## src/rtl/fpu_pkg.sv

```systemverilog
// Shared FPU package: IEEE-754 single-precision field widths, canonical
// special-value encodings, operand classification and the divider state enum.
// Imported by the divider top and by the reusable rounding/packing unit.
package fpu_pkg;

  localparam int EXP_W  = 8;
  localparam int FRAC_W = 23;
  localparam int BIAS   = 127;
  localparam int SIG_W  = FRAC_W + 1;   // significand including hidden 1

  localparam logic [EXP_W-1:0] EXP_MAX      = '1;
  localparam logic [31:0]      FP32_QNAN    = 32'h7FC0_0000;
  localparam logic [30:0]      FP32_INF_MAG = 31'h7F80_0000;

  typedef struct packed {
    logic              sign;
    logic [EXP_W-1:0]  exp;
    logic [FRAC_W-1:0] frac;
  } fp32_t;

  typedef enum logic [1:0] {ZERO, NORMAL, INF, NAN} fp_class_e;

  typedef enum logic [1:0] {IDLE, DIVIDE, NORM} div_state_e;

  typedef struct packed {
    logic invalid;
    logic div_by_zero;
    logic overflow;
    logic underflow;
    logic inexact;
  } fp_flags_t;

  // Subnormals (exp == 0) are classed as ZERO: the unit flushes them.
  function automatic fp_class_e fp32_class(input fp32_t x);
    fp_class_e c;
    if (x.exp == '0)             c = ZERO;
    else if (x.exp == EXP_MAX)   c = (x.frac == '0) ? INF : NAN;
    else                         c = NORMAL;
    return c;
  endfunction

endpackage

```

## src/rtl/fp32_round_ne.sv

```systemverilog
// fp32_round_ne: combinational round-to-nearest-even and result packing for a
// normalised significand, with overflow to signed infinity and flush-to-zero
// on underflow. Shared with the add-shift multiplier.
//   sign_i    result sign
//   exp_i     biased exponent before rounding (10-bit signed, may be out of range)
//   sig_i     24-bit significand, bit 23 is the hidden 1
//   guard_i, round_i, sticky_i   bits below the significand
//   result_o  packed fp32 result
//   flags_o   {invalid, div_by_zero, overflow, underflow, inexact}
//             (only present when IEEE_DIV_FLAGS_EN is defined; invalid and
//             div_by_zero are always 0 from this unit)
module fp32_round_ne
  import fpu_pkg::*;
(
  input  logic              sign_i,
  input  logic signed [9:0] exp_i,
  input  logic [SIG_W-1:0]  sig_i,
  input  logic              guard_i,
  input  logic              round_i,
  input  logic              sticky_i,
  output fp32_t             result_o
`ifdef IEEE_DIV_FLAGS_EN
  ,
  output fp_flags_t         flags_o
`endif
);

  logic              round_up;
  logic [SIG_W:0]    sig_rnd;
  logic              carry;
  logic signed [9:0] carry_ext;
  logic signed [9:0] exp_fin;

  always_comb begin
    // Ties go to the even significand (lsb of sig_i breaks the tie).
    round_up  = guard_i & (round_i | sticky_i | sig_i[0]);
    sig_rnd   = {1'b0, sig_i} + {{SIG_W{1'b0}}, round_up};
    carry     = sig_rnd[SIG_W];
    carry_ext = {9'd0, carry};
    exp_fin   = exp_i + carry_ext;

    result_o      = '0;
    result_o.sign = sign_i;
    if (exp_fin >= 10'sd255) begin
      result_o.exp = EXP_MAX;
    end else if (exp_fin > 10'sd0) begin
      result_o.exp  = exp_fin[7:0];
      // On carry the significand is exactly 2^24, so its fraction is all zero.
      result_o.frac = carry ? sig_rnd[SIG_W-1:1] : sig_rnd[SIG_W-2:0];
    end
  end

`ifdef IEEE_DIV_FLAGS_EN
  always_comb begin
    flags_o           = '0;
    flags_o.overflow  = (exp_fin >= 10'sd255);
    flags_o.underflow = (exp_fin <= 10'sd0);
    flags_o.inexact   = guard_i | round_i | sticky_i
                      | flags_o.overflow | flags_o.underflow;
  end
`endif

endmodule

```

## src/rtl/ieee_shift_subtract_divider.sv

```systemverilog
// ieee_shift_subtract_divider: sequential IEEE-754 single-precision divider,
// result = number1 / number2, restoring shift-subtract, one quotient bit per
// clock (QBITS = 27 iterations), then one normalise/round cycle.
// Special operands (and exponents that already decide the result) bypass the
// loop and complete one edge after acceptance.
//   clk, rst_n      clock, asynchronous active-low reset
//   op              start strobe, sampled only in IDLE
//   number1/number2 dividend/divisor, latched on the accepting edge
//   result          quotient, holds the last completed value
//   busy            high from the accepting edge until the done edge
//   done            one-cycle pulse, result valid from this edge
//   state_dbg       current FSM state
//   flags           {invalid, div_by_zero, overflow, underflow, inexact},
//                   present only when IEEE_DIV_FLAGS_EN is defined
// Handshake: op is taken on a rising edge while busy is low; nothing is
// queued, so op while busy is dropped. done marks the single edge on which
// result (and flags) change.
module ieee_shift_subtract_divider
  import fpu_pkg::*;
#(
  parameter int QBITS = 27
) (
  input  logic        clk,
  input  logic        rst_n,
  input  logic        op,
  input  logic [31:0] number1,
  input  logic [31:0] number2,
  output logic [31:0] result,
  output logic        busy,
  output logic        done,
  output div_state_e  state_dbg
`ifdef IEEE_DIV_FLAGS_EN
  ,
  output logic [4:0]  flags
`endif
);

  localparam int               CNT_W    = $clog2(QBITS);
  localparam logic [CNT_W-1:0] CNT_LAST = CNT_W'(QBITS - 1);
  localparam int               G_IDX    = QBITS - SIG_W - 1;

  // Operand decode
  fp32_t             n1, n2;
  fp_class_e         c1, c2;
  logic              sgn;
  logic signed [9:0] e1s, e2s, ediff;
  logic              sp_hit;
  logic [31:0]       sp_res;

  // State
  div_state_e        state_q, state_d;
  logic              sign_q, sign_d;
  logic signed [9:0] exp_q, exp_d;
  logic [SIG_W-1:0]  m2_q, m2_d;
  logic [SIG_W:0]    rem_q, rem_d;
  logic [QBITS-1:0]  quo_q, quo_d;
  logic [CNT_W-1:0]  cnt_q, cnt_d;
  logic              special_q, special_d;
  logic [31:0]       sp_res_q, sp_res_d;
  logic [31:0]       result_q, result_d;
  logic              done_q, done_d;

  // Iteration and rounding
  logic              rem_ge;
  logic [SIG_W:0]    sub_diff;
  logic signed [9:0] rn_exp;
  logic [SIG_W-1:0]  rn_sig;
  logic              rn_g, rn_r, rn_s;
  fp32_t             rn_res;

`ifdef IEEE_DIV_FLAGS_EN
  fp_flags_t         sp_flags, sp_flags_q, sp_flags_d;
  fp_flags_t         flags_q, flags_d, rn_flags;
`endif

  always_comb begin
    n1    = fp32_t'(number1);
    n2    = fp32_t'(number2);
    c1    = fp32_class(n1);
    c2    = fp32_class(n2);
    sgn   = n1.sign ^ n2.sign;
    e1s   = {2'b00, n1.exp};
    e2s   = {2'b00, n2.exp};
    ediff = e1s - e2s + 10'(BIAS);

    sp_hit = 1'b1;
    sp_res = {sgn, 31'd0};
`ifdef IEEE_DIV_FLAGS_EN
    sp_flags = '0;
`endif
    if (c1 == NAN || c2 == NAN || (c1 == ZERO && c2 == ZERO) || (c1 == INF && c2 == INF)) begin
      sp_res = FP32_QNAN;
`ifdef IEEE_DIV_FLAGS_EN
      sp_flags.invalid = 1'b1;
`endif
    end else if (c1 == INF) begin
      sp_res = {sgn, FP32_INF_MAG};
    end else if (c2 == ZERO) begin
      sp_res = {sgn, FP32_INF_MAG};
`ifdef IEEE_DIV_FLAGS_EN
      sp_flags.div_by_zero = 1'b1;
`endif
    end else if (c2 == INF || c1 == ZERO) begin
      sp_res = {sgn, 31'd0};
    end else if (ediff >= 10'sd256) begin
      // Normalisation can lower the exponent by at most one: still >= 255.
      sp_res = {sgn, FP32_INF_MAG};
`ifdef IEEE_DIV_FLAGS_EN
      sp_flags.overflow = 1'b1;
      sp_flags.inexact  = 1'b1;
`endif
    end else if (ediff < 10'sd0) begin
      // Rounding can raise the exponent by at most one: still <= 0.
      sp_res = {sgn, 31'd0};
`ifdef IEEE_DIV_FLAGS_EN
      sp_flags.underflow = 1'b1;
      sp_flags.inexact   = 1'b1;
`endif
    end else begin
      sp_hit = 1'b0;
    end
  end

  // Normalisation: q[QBITS-1] set means the quotient is already in [1,2).
  always_comb begin
    if (quo_q[QBITS-1]) begin
      rn_sig = quo_q[QBITS-1 -: SIG_W];
      rn_g   = quo_q[G_IDX];
      rn_r   = quo_q[G_IDX-1];
      rn_s   = (|quo_q[G_IDX-2:0]) | (|rem_q);
      rn_exp = exp_q;
    end else begin
      rn_sig = quo_q[QBITS-2 -: SIG_W];
      rn_g   = quo_q[G_IDX-1];
      rn_r   = quo_q[G_IDX-2];
      rn_s   = (G_IDX > 2) ? (|quo_q[G_IDX-2:0] & ~quo_q[G_IDX-2]) | (|rem_q) : (|rem_q);
      rn_exp = exp_q - 10'sd1;
    end
  end

  fp32_round_ne u_round (
    .sign_i   (sign_q),
    .exp_i    (rn_exp),
    .sig_i    (rn_sig),
    .guard_i  (rn_g),
    .round_i  (rn_r),
    .sticky_i (rn_s),
    .result_o (rn_res)
`ifdef IEEE_DIV_FLAGS_EN
    ,
    .flags_o  (rn_flags)
`endif
  );

  always_comb begin
    state_d   = state_q;
    sign_d    = sign_q;
    exp_d     = exp_q;
    m2_d      = m2_q;
    rem_d     = rem_q;
    quo_d     = quo_q;
    cnt_d     = cnt_q;
    special_d = special_q;
    sp_res_d  = sp_res_q;
    result_d  = result_q;
    done_d    = 1'b0;
`ifdef IEEE_DIV_FLAGS_EN
    sp_flags_d = sp_flags_q;
    flags_d    = flags_q;
`endif

    // The remainder stays below 2*M2, so after a subtract it is below M2
    // and the shift never loses a set bit.
    rem_ge   = (rem_q >= {1'b0, m2_q});
    sub_diff = rem_ge ? (rem_q - {1'b0, m2_q}) : rem_q;

    case (state_q)
      IDLE: begin
        if (op) begin
          sign_d    = sgn;
          exp_d     = ediff;
          m2_d      = {1'b1, n2.frac};
          rem_d     = {2'b01, n1.frac};
          quo_d     = '0;
          cnt_d     = '0;
          special_d = sp_hit;
          sp_res_d  = sp_res;
`ifdef IEEE_DIV_FLAGS_EN
          sp_flags_d = sp_flags;
`endif
          state_d   = sp_hit ? NORM : DIVIDE;
        end
      end
      DIVIDE: begin
        rem_d = sub_diff << 1;
        quo_d = {quo_q[QBITS-2:0], rem_ge};
        cnt_d = cnt_q + 1'b1;
        if (cnt_q == CNT_LAST) state_d = NORM;
      end
      NORM: begin
        result_d = special_q ? sp_res_q : rn_res;
        done_d   = 1'b1;
`ifdef IEEE_DIV_FLAGS_EN
        flags_d  = special_q ? sp_flags_q : rn_flags;
`endif
        state_d  = IDLE;
      end
      default: state_d = IDLE;
    endcase
  end

  always_ff @(posedge clk or negedge rst_n) begin
    if (!rst_n) begin
      state_q   <= IDLE;
      sign_q    <= 1'b0;
      exp_q     <= '0;
      m2_q      <= '0;
      rem_q     <= '0;
      quo_q     <= '0;
      cnt_q     <= '0;
      special_q <= 1'b0;
      sp_res_q  <= '0;
      result_q  <= '0;
      done_q    <= 1'b0;
`ifdef IEEE_DIV_FLAGS_EN
      sp_flags_q <= '0;
      flags_q    <= '0;
`endif
    end else begin
      state_q   <= state_d;
      sign_q    <= sign_d;
      exp_q     <= exp_d;
      m2_q      <= m2_d;
      rem_q     <= rem_d;
      quo_q     <= quo_d;
      cnt_q     <= cnt_d;
      special_q <= special_d;
      sp_res_q  <= sp_res_d;
      result_q  <= result_d;
      done_q    <= done_d;
`ifdef IEEE_DIV_FLAGS_EN
      sp_flags_q <= sp_flags_d;
      flags_q    <= flags_d;
`endif
    end
  end

  assign result    = result_q;
  assign done      = done_q;
  assign busy      = (state_q != IDLE);
  assign state_dbg = state_q;
`ifdef IEEE_DIV_FLAGS_EN
  assign flags     = flags_q;
`endif

endmodule
```

## config.mk

```make
export PLATFORM = sky130hd
export DESIGN_NAME = ieee_shift_subtract_divider
export DESIGN_NICKNAME = d
export VERILOG_FILES = /design/src/rtl/fpu_pkg.sv /design/src/rtl/fp32_round_ne.sv /design/src/rtl/ieee_shift_subtract_divider.sv
export SDC_FILE = /design/constraint.sdc
export NUM_CORES = 1
export LEC_CHECK = 0
export BUFFER_PORTS_ARGS = -buffer_cell sky130_fd_sc_hd__buf_4
export CORE_UTILIZATION = 54
export DETAILED_ROUTE_END_ITERATION = 8
export GPL_TIMING_DRIVEN = 0
export PLACE_DENSITY = 0.77
export SYNTH_ARGS = -nofsm -noshare
export SYNTH_HDL_FRONTEND = slang
export SYNTH_SLANG_ARGS = --single-unit
```

## constraint.sdc

```tcl
create_clock -name clk -period 5.6 [get_ports clk]
set_input_delay 0.56 -clock clk [delete_from_list [all_inputs] [get_ports clk]]
set_output_delay 0.56 -clock clk [all_outputs]
set_load 0.02 [all_outputs]
```

==> flow_summary_export.csv, run 1 <==
group,metric,value,unit
run_status,status,"complete, no violations",
finish,final_util,0.659,
finish,mostFrequentLayoutCell,"nand2_1",
sta,drv_slew,0,
logic_synthesis,synth_fp_nets,1237,
clock_network,htreeDepth,4,
global_routing,grt_pass1_wl,41200,um
finish,finalInstanceArea,11100,um^2
finish,final_cells,1487,
logic_synthesis,synth.lib_cells_used.distinct,78,
run,maxCapViolCount,0,
routing,avgRoutedWirePerCell,16.9,um
setup_path,r2r-end,"result[7]",
die,die-area,17900,um^2
sta,period_needed,5.31,ns
pwr,irDropWorstVdd,334,uV
place,place_area,10400,um^2
finish,synthToLayoutAreaGrowth,17.9,%
sta,maxSlewHeadroom,0.478,
global_routing,overflow,0,
logic_synthesis,synth_cells,1129,
finish,n_fill_cell,1405,
setup_path,critical_path.cell_chain,"clkbuf_4 > buf_4 > buf_4 > clkbuf_4 > mux2_2 > ha_1 > nand4_1 > nor4_4 > nor2b_4 > and3_1 > o2111a_2 > ha_1 > ha_1 > nor3_1 > a21oi_1 > xor2_1 > nand4_1 > o31ai_4 > nor3_2 > buf_4 > a22o_1",
setup_path,crit_slowest_cell,"dfrtp_1",
logic_synthesis,synth_ff_type,"dfrtp_1",
pwr,p_leak,0.00485,uW
sta,hold_ws,0.00168,ns
clock_network,worstSkewPairLatency,0.43,ns
finish,mostFrequentLayoutCells,"nand2_1 (201), dfrtp_1 (131), buf_4 (108)",
global_routing,grt_max_degree,99,
die,die_y,134,um
pwr,p_per_area,595,nW/um^2
clock_network,cts_tree,"yes",
setup_path,crit_path_start_kind,"flip-flop",
routing,dr.pass1.iters,5,
routing,viasPerCell,5.86,
setup_path,criticalPathCategory,"flip-flop to flip-flop",
finish,multi_input_area,5620,um^2
logic_synthesis,synth-edff-count,0,
setup_path,r2r_start,"quo_q[26]",
clock_network,cts-buffers-inserted,17,
die,ios,103,
logic_synthesis,syn_area_per_cell,8.30,um^2
setup_path,crit_start,"quo_q[26]",
setup_path,slowest_delay,0.36,ns
logic_synthesis,ys_ff_latch,131,
routing,via_count,8709,
setup_path,cp.required,5.92,ns
die,initial_core_util,0.559,
routing,drcViolationCount,0,
global_routing,grt_pass1_vias,8162,
routing,drtIter0Drc,818,
setup_path,critPathBufInv,5,
place,port-buffer-count,102,
setup_path,path_delay_family,"simple AND/OR/NAND/NOR gates",
place,dp_cells,1452,
setup_path,r2r_cells,21,
global_routing,global_route.usage.total,0.291,
finish,seq_area,3280,um^2
logic_synthesis,syn-cell-area,9380,um^2
setup_path,r2r_slack,0.29,ns
place,place_hpwl,18700,um
die,core,16800,um^2
finish,layout.nets,1363,
place,gp_congestion,0.970,
logic_synthesis,async_reset_ff_frac,1.00,
clock_network,cts_buffer_depth,2,
sta,tightest_slew,0.777,ns
finish,drive_above_1_share,0.144,
sta,max_freq,188,MHz
die,rows,47,
logic_synthesis,yosysWarnings,0,
setup_path,endpoint_kind,"flip-flop",
logic_synthesis,seq_area_frac_synth,0.350,
sta,setup_violations,0,
worst_hold_path,hp-class,"input port to async pin",
die,die_x,134,um
clock_network,clock_sinks,131,
routing,ant_nets,0,
setup_path,arrival,5.63,ns
sta,period_share,0.948,
finish,antenna_cells,0,
setup_path,worstPathMaxFanout,10,
routing,routed_wl,25100,um
sta,skew,0.00612,ns
global_routing,antenna_found_initial,0,
sta,finalHoldViolCount,0,
clock_network,path_clk_slew,0.06,ns
clock_network,cts-root-buf,"clkbuf_16",
## logic make-up after synthesis
logic type | Yosys count | share of synthesized area
DFF | 131 | 0.350
and+or+nand+nor | 434 | 0.225
adders and majority gates | 41 | 0.0555
AOI/OAI and AO/OA | 273 | 0.194
xor gates and xnor gates | 78 | 0.0729
buffers and inverters | 127 | 0.0542
muxes | 45 | 0.0491
## flip-flops by register name (all words and copies together) (netlist names)
register   count
result        32
quo_q         27
rem_q         25
m2_q          24
exp_q         10
cnt_q          5
sp_res_q       3
state_dbg      2
done           1
sign_q         1
special_q      1
## stage by stage
stage,setup WS [ns],power [uW],setup TNS (ns)
global route,-0.0136,7110,-0.0136
detailed placement,-1.06,5480,-29.39
CTS,0.0672,6530,0
finish,0.290,6580,0
global placement,-0.971,5410,-27.35
floorplan,0.223,4510,0
## power by group
group | total [uW] | internal (uW) | switching, uW | leakage (uW)
Clock | 1000 | 573 | 428 | 0.000251
Combinational | 3960 | 1610 | 2350 | 0.00293
Sequential | 1620 | 1320 | 295 | 0.00167
Total | 6580 | 3500 | 3080 | 0.00485
## synth_stat cells, types with 31 or more instances
library cell	instances	area share
o21ai_0	92	0.049
mux2i_1	39	0.042
dfrtp_1	131	0.35
ha_1	40	0.053
a21oi_1	48	0.026
nand2_1	201	0.080
nand3_1	34	0.018
inv_1	48	0.019
xnor2_1	47	0.044
xor2_1	31	0.029
clkbuf_1	60	0.024
nor2_1	42	0.017
## timing repair
item / CTS / global route
cloned: 0 / 0
pin swaps: 1 / 4
hold buffers: 0 / 0
hold endpoints to repair: 0 / 0
buffers inserted: 1 / 3
endpoints found under the setup margin: 31 / 29
resized for setup: 9 / 4
## worst max-delay path by stage
stage                 endpoint  slack, ns  cells after the start
finish               result[7]       0.29                     21
global route         result[7]      -0.01                     21
CTS                  result[7]       0.07                     21
detailed placement  result[20]      -1.06                     19
global placement     result[6]      -0.97                     19
floorplan            result[7]       0.22                     21
## final cells by class
type,count,share of cell area
Clock inverter,12,0.00770
Clock buffer,19,0.0401
Sequential cell,131,0.297
Multi-Input combinational cell,871,0.509
Inverter,49,0.0166
Tap cell,220,0.0249
Timing Repair Buffer,107,0.0748
Buffer,78,0.0305
## per-layer routing
metal / wire [um] / track usage
met5: 0 / 0
met4: 480 / 0.0915
met3: 1470 / 0.0544
met2: 11700 / 0.471
met1: 11400 / 0.393
Note: power is estimated with default switching activity, not from simulation.
==> inputs of run 2 (changes only) <==
--- a/config.mk
+++ b/config.mk
@@ -5,6 +5,7 @@
 export SDC_FILE = /design/constraint.sdc
 export NUM_CORES = 1
 export LEC_CHECK = 0
+export ABC_AREA = 1
 export BUFFER_PORTS_ARGS = -buffer_cell sky130_fd_sc_hd__buf_4
 export CORE_UTILIZATION = 54
 export DETAILED_ROUTE_END_ITERATION = 8
==> flow_summary_export.csv, run 2 <==
group,metric,value,unit
run_status,status,"complete, no violations",
logic_synthesis,seq_area_frac_synth,0.350,
sta,tns,0,ns
setup_path,r2r_slack,0.93,ns
setup_path,arrival,4.96,ns
finish,drive_above_1_share,0.142,
routing,routed_wl,26100,um
finish,n_fill_cell,1463,
die,core,16800,um^2
finish,final_util,0.663,
routing,ant_nets,0,
logic_synthesis,syn-cell-area,9370,um^2
finish,synthToLayoutAreaGrowth,18.5,%
global_routing,antenna_found_initial,0,
global_routing,grt_max_degree,97,
place,dp_cells,1628,
setup_path,r2r_start,"quo_q[26]",
worst_hold_path,hp-class,"input port to async pin",
die,rows,47,
setup_path,crit_top_cell,"nand3_1",
logic_synthesis,yosysMostFrequentCell,"nand2_1",
clock_network,cts_buffer_depth,2,
die,die-area,17900,um^2
clock_network,path_clk_slew,0.06,ns
sta,hold_ws,0.0257,ns
setup_path,worstPathMaxFanout,10,
setup_path,cp.required,5.90,ns
clock_network,post_cts_buffers,0,
logic_synthesis,synth.lib_cells_used.distinct,53,
finish,finalInstanceArea,11100,um^2
logic_synthesis,syn_area_per_cell,7.18,um^2
logic_synthesis,yosysWarnings,0,
run,maxCapViolCount,0,
routing,drtIter0Drc,731,
setup_path,crit_start,"quo_q[26]",
sta,max_freq,214,MHz
setup_path,path_delay_family,"simple AND/OR/NAND/NOR gates",
logic_synthesis,synth_area_leader_cell,"dfrtp_1",
routing,drcViolationCount,0,
clock_network,htreeDepth,4,
sta,drv_slew,0,
sta,period_needed,4.67,ns
routing,via_count,9235,
die,die_x,134,um
setup_path,crit_path_start_kind,"flip-flop",
finish,largest_register_ffs,32,
logic_synthesis,synth_fp_nets,1413,
logic_synthesis,yosysTopAreaCellShare,0.350,
setup_path,r2r-end,"result[29]",
sta,tightest_slew,0.737,ns
finish,antenna_cells,0,
routing,avgRoutedWirePerCell,15.7,um
sta,skew,0.00857,ns
global_routing,grt_pass1_vias,8677,
finish,final_cells,1660,
global_routing,global_route.usage.total,0.307,
logic_synthesis,ys_top_cells_by_area,"dfrtp_1 (35%), nand2_1 (14%), inv_1 (7.3%), ha_1 (5.3%), o21ai_0 (4.0%)",
setup_path,r2r_cells,30,
die,ios,103,
clock_network,cts_tree,"yes",
sta,setup_violations,0,
clock_network,cts-root-buf,"clkbuf_16",
logic_synthesis,synth_ff_type,"dfrtp_1",
sta,period_share,0.833,
routing,viasPerCell,5.56,
clock_network,worstSkewPairLatency,0.43,ns
clock_network,cts_resized,0,
sta,finalHoldViolCount,0,
pwr,irDropWorstVdd,302,uV
global_routing,overflow,0,
place,place_area,10400,um^2
finish,mostFrequentLayoutCells,"nand2_1 (349), inv_1 (183), dfrtp_1 (131)",
logic_synthesis,synth-edff-count,0,
place,place_hpwl,20200,um
sta,maxSlewHeadroom,0.504,
pwr,p_per_area,591,nW/um^2
logic_synthesis,async_reset_ff_frac,1.00,
pwr,p_leak,0.00558,uW
finish,seq_area,3280,um^2
logic_synthesis,synth_common_cells,"nand2_1 (349), inv_1 (183), dfrtp_1 (131)",
global_routing,grt_pass1_wl,42900,um
finish,layout.nets,1535,
setup_path,crit_slowest_cell,"dfrtp_1",
setup_path,criticalPathCategory,"flip-flop to flip-flop",
clock_network,clock_sinks,131,
finish,multi_input_area,5130,um^2
sta,rsz0062_at_grt,"false",
die,die_y,134,um
place,gp_congestion,0.943,
clock_network,cts_hold_buf,0,
finish,mostFrequentLayoutCell,"nand2_1",
logic_synthesis,ys_ff_latch,131,
place,port-buffer-count,102,
die,initial_core_util,0.559,
setup_path,slowest_delay,0.38,ns
setup_path,critPathBufInv,8,
setup_path,endpoint_kind,"flip-flop",
clock_network,cts-buffers-inserted,17,
routing,dr.pass1.iters,9,
logic_synthesis,synth_cells,1305,
-- run 2: cell count changes after synthesis, moves of 14 or more --
cell	change
a22o_1	-23
and3_1	-29
clkbuf_1	-39
inv_1	+135
mux2i_1	-37
nand2_1	+148
nand3_1	+31
nor2_1	+51
o21ai_0	-17
o21ai_1	+18
o21ai_2	+14
o22ai_1	+24
xnor2_1	-22
-- run 2: through the flow --
stage | total power, uW | setup WS (ns)
3_3_place_gp | 5140 | 1.05
3_5_place_dp | 5200 | 0.966
5_1_grt | 7080 | 0.413
2_1_floorplan | 4190 | 1.74
4_1_cts | 6500 | 0.957
6_report | 6570 | 0.935
-- run 2: cells by family (layout without fill, tap and decap cells) --
logic type               count (synthesis)  count (layout)  share of synthesized area
AO/OA/AOI/OAI                          237             237                      0.153
flip-flops                             131             131                      0.350
AND/OR/NAND/NOR                        610             610                      0.291
multiplexers                             2               2                    0.00214
XOR/XNOR                                49              49                     0.0458
adder cells (fa/ha/maj)                 41              41                     0.0555
buffers and inverters                  235             370                      0.103
-- run 2: area by class of cell --
type | instances | share of cell area
flip-flops and latches | 131 | 0.295
well taps | 220 | 0.0248
multi-input cells | 939 | 0.462
repair buffers | 103 | 0.0718
clock buffers | 18 | 0.0395
plain buffers | 41 | 0.0212
clock inverters | 14 | 0.0200
inverters | 194 | 0.0656
-- run 2: routing by layer --
layer	vias to the layer above	wire, um	part of all wire	track usage
li1	4545	-	-	-
met1	4298	11400	0.44	0.402
met2	327	12100	0.46	0.497
met3	65	1670	0.064	0.0487
met4	0	924	0.035	0.143
met5	-	0	0	0
-- run 2: worst max path at each step --
stage	to	slack, ns	cells after the start
finish	result[29]	0.93	30
global placement	result[26]	1.05	30
detailed placement	result[27]	0.97	30
floorplan	result[27]	1.74	31
global route	result[25]	0.41	29
CTS	result[26]	0.96	30
-- run 2: report_power, final --
group          leakage [uW]  switching (uW)  internal [uW]
clock              0.000324             460            809
sequential          0.00167             267           1290
combinational       0.00359            2430           1310
total               0.00558            3160           3410
==> inputs of run 3 (changes only) <==
--- a/config.mk
+++ b/config.mk
@@ -5,12 +5,12 @@
 export SDC_FILE = /design/constraint.sdc
 export NUM_CORES = 1
 export LEC_CHECK = 0
-export ABC_AREA = 1
+export ABC_AREA = 0
 export BUFFER_PORTS_ARGS = -buffer_cell sky130_fd_sc_hd__buf_4
-export CORE_UTILIZATION = 54
+export CORE_UTILIZATION = 60
 export DETAILED_ROUTE_END_ITERATION = 8
 export GPL_TIMING_DRIVEN = 0
-export PLACE_DENSITY = 0.77
+export PLACE_DENSITY = 0.81
 export SYNTH_ARGS = -nofsm -noshare
 export SYNTH_HDL_FRONTEND = slang
 export SYNTH_SLANG_ARGS = --single-unit
==> constraint.sdc (replaced) <==
create_clock -name clk -period 4.3 [get_ports clk]
set_input_delay 0.43 -clock clk [delete_from_list [all_inputs] [get_ports clk]]
set_output_delay 0.43 -clock clk [all_outputs]
set_load 0.02 [all_outputs]
==> flow_summary_export.csv, run 3 (synthesis results as in run 1) <==
group,metric,value,unit
run_status,status,"complete, no violations",
finish,largest_register_ffs,32,
finish,mostFrequentLayoutCells,"nand2_1 (201), dfrtp_1 (131), buf_4 (120)",
sta,tightest_slew,0.799,ns
pwr,switchingPower,4120,uW
global_routing,overflow,0,
global_routing,grt_pass1_vias,8422,
clock_network,htreeDepth,4,
pwr,seqPwrFrac,0.239,
sta,finalHoldViolCount,0,
place,port-buffer-count,102,
finish,finalInstanceArea,11300,um^2
pwr,p_per_area,780,nW/um^2
pwr,p_total,8830,uW
die,die_x,127,um
sta,drv_slew,0,
place,place_hpwl,18800,um
die,ios,103,
finish,n_fill_cell,1161,
finish,drive_above_1_share,0.160,
sta,setup_ws,0.147,ns
clock_network,cts-buffers-inserted,17,
setup_path,endpoint_kind,"flip-flop",
global_routing,grt_pass1_wl,41800,um
setup_path,cp.required,4.61,ns
pwr,comb_power_share,0.604,
run,maxCapViolCount,0,
finish,antenna_cells,0,
clock_network,clock_sinks,131,
sta,setup_violations,0,
place,place_area,10500,um^2
clock_network,path_clk_slew,0.06,ns
place,dp_cells,1420,
die,initial_core_util,0.617,
routing,via_count,9092,
clock_network,cts_buffer_depth,2,
finish,final_util,0.745,
die,die-area,16100,um^2
routing,dr.pass1.iters,6,
sta,maxSlewHeadroom,0.463,
worst_hold_path,hp-class,"input port to flip-flop",
setup_path,arrival,4.46,ns
sta,skew,0.0128,ns
routing,drtIter0Drc,905,
global_routing,antenna_found_initial,0,
pwr,p_leak,0.00497,uW
sta,max_freq,241,MHz
sta,period_share,0.966,
setup_path,crit_path_start_kind,"flip-flop",
pwr,irDropWorstVdd,572,uV
routing,routed_wl,25900,um
global_routing,grt_max_degree,100,
clock_network,worstSkewPairLatency,0.43,ns
pwr,swShare,0.466,
finish,synthToLayoutAreaGrowth,20.8,%
die,rows,45,
finish,layout.nets,1379,
finish,mostFrequentLayoutCell,"nand2_1",
routing,ant_nets,0,
die,die_y,127,um
die,core,15200,um^2
setup_path,worstPathMaxFanout,8,
pwr,clkPwrFrac,0.158,
global_routing,global_route.usage.total,0.327,
finish,final_cells,1472,
routing,drcViolationCount,0,
sta,period_needed,4.15,ns
routing,avgRoutedWirePerCell,17.6,um
place,gp_congestion,1.00,
place,dp_slack,-0.631,ns
setup_path,criticalPathCategory,"flip-flop to flip-flop",
routing,viasPerCell,6.18,
clock_network,cts_tree,"yes",
clock_network,cts-root-buf,"clkbuf_16",
pwr,p_int,4710,uW
run 3: cell count changes in the layout (fill, tap and decap cells not counted), sizes merged, moves of 22 or more:
cell,delta
clkbuf,+39
nor2,-62
and3,+29
xnor2,+22
nand2,-156
o22ai,-24
nand3,-35
a22o,+23
inv,-144
mux2i,+38
run 3: repair_timing:
action | CTS | global route
hold buffers | 1 | 0
setup buffers | 11 | 9
endpoints found under the setup margin | 31 | 29
resized for setup | 11 | 6
gates cloned | 1 | 0
hold endpoints to repair | 32 | 0
pin swaps | 7 | 5
run 3: stage by stage:
step | setup TNS [ns] | hold WS, ns
after CTS | 0 | 0.217
after floorplan | -0.164 | 0.134
after detailed placement | -15.13 | 0.325
after global routing | -0.418 | 0.216
final | 0 | 0.210
after global placement | -13.82 | 0.435
run 3: metal layers:
layer | up-vias | track usage | part of all wire
met5 | - | 0 | 0
li1 | 4323 | - | -
met4 | 0 | 0.122 | 0.030
met2 | 416 | 0.543 | 0.48
met1 | 4284 | 0.426 | 0.43
met3 | 69 | 0.0603 | 0.062
run 3: worst paths after layout:
kind / from / endpoint / slack [ns] / depth (start not counted)
max in group asynchronous: rst_n / m2_q[18] / 3.09 / 3
min in group asynchronous: rst_n / result[13] / 0.45 / 2
hold reg to reg: m2_q[23] / m2_q[23] / 0.47 / 2
setup reg to reg: quo_q[26] / result[22] / 0.15 / 19
hold / removal: number2[7] / m2_q[7] / 0.21 / 3
setup / recovery: quo_q[26] / result[22] / 0.15 / 19
run 3: layout make-up:
class | count | area [um^2] | share of cell area
Clock inverter | 13 | 125 | 0.0111
Buffer | 76 | 345 | 0.0305
Multi-Input combinational cell | 871 | 5730 | 0.506
Inverter | 49 | 184 | 0.0162
Sequential cell | 131 | 3280 | 0.290
Clock buffer | 19 | 443 | 0.0391
Tap cell | 188 | 235 | 0.0208
Timing Repair Buffer | 125 | 981 | 0.0866
run 3: power by group through the flow:
stage	combinational, uW	sequential (uW)	clock (uW)
floorplan	3850	2090	0
global placement	4990	2090	0
detailed placement	5090	2100	0
CTS	5190	2090	1390
global route	5870	2160	1460
finish	5330	2110	1390
run 3: critical path, cell delays in order, from the launching register on:
cell and delay, ns:
dfrtp_1 0.41, buf_8 0.16, inv_2 0.14, nand2_1 0.14
a21boi_2 0.20, ha_4 0.16, nand4_1 0.18, nor4_4 0.23
nor2b_4 0.21, and3_4 0.21, o2111a_2 0.24, ha_4 0.17
ha_4 0.16, nor3_1 0.05, a21oi_1 0.15, xor2_1 0.20
nand4_1 0.20, o31ai_4 0.39, nor2_1 0.13, a221o_1 0.31
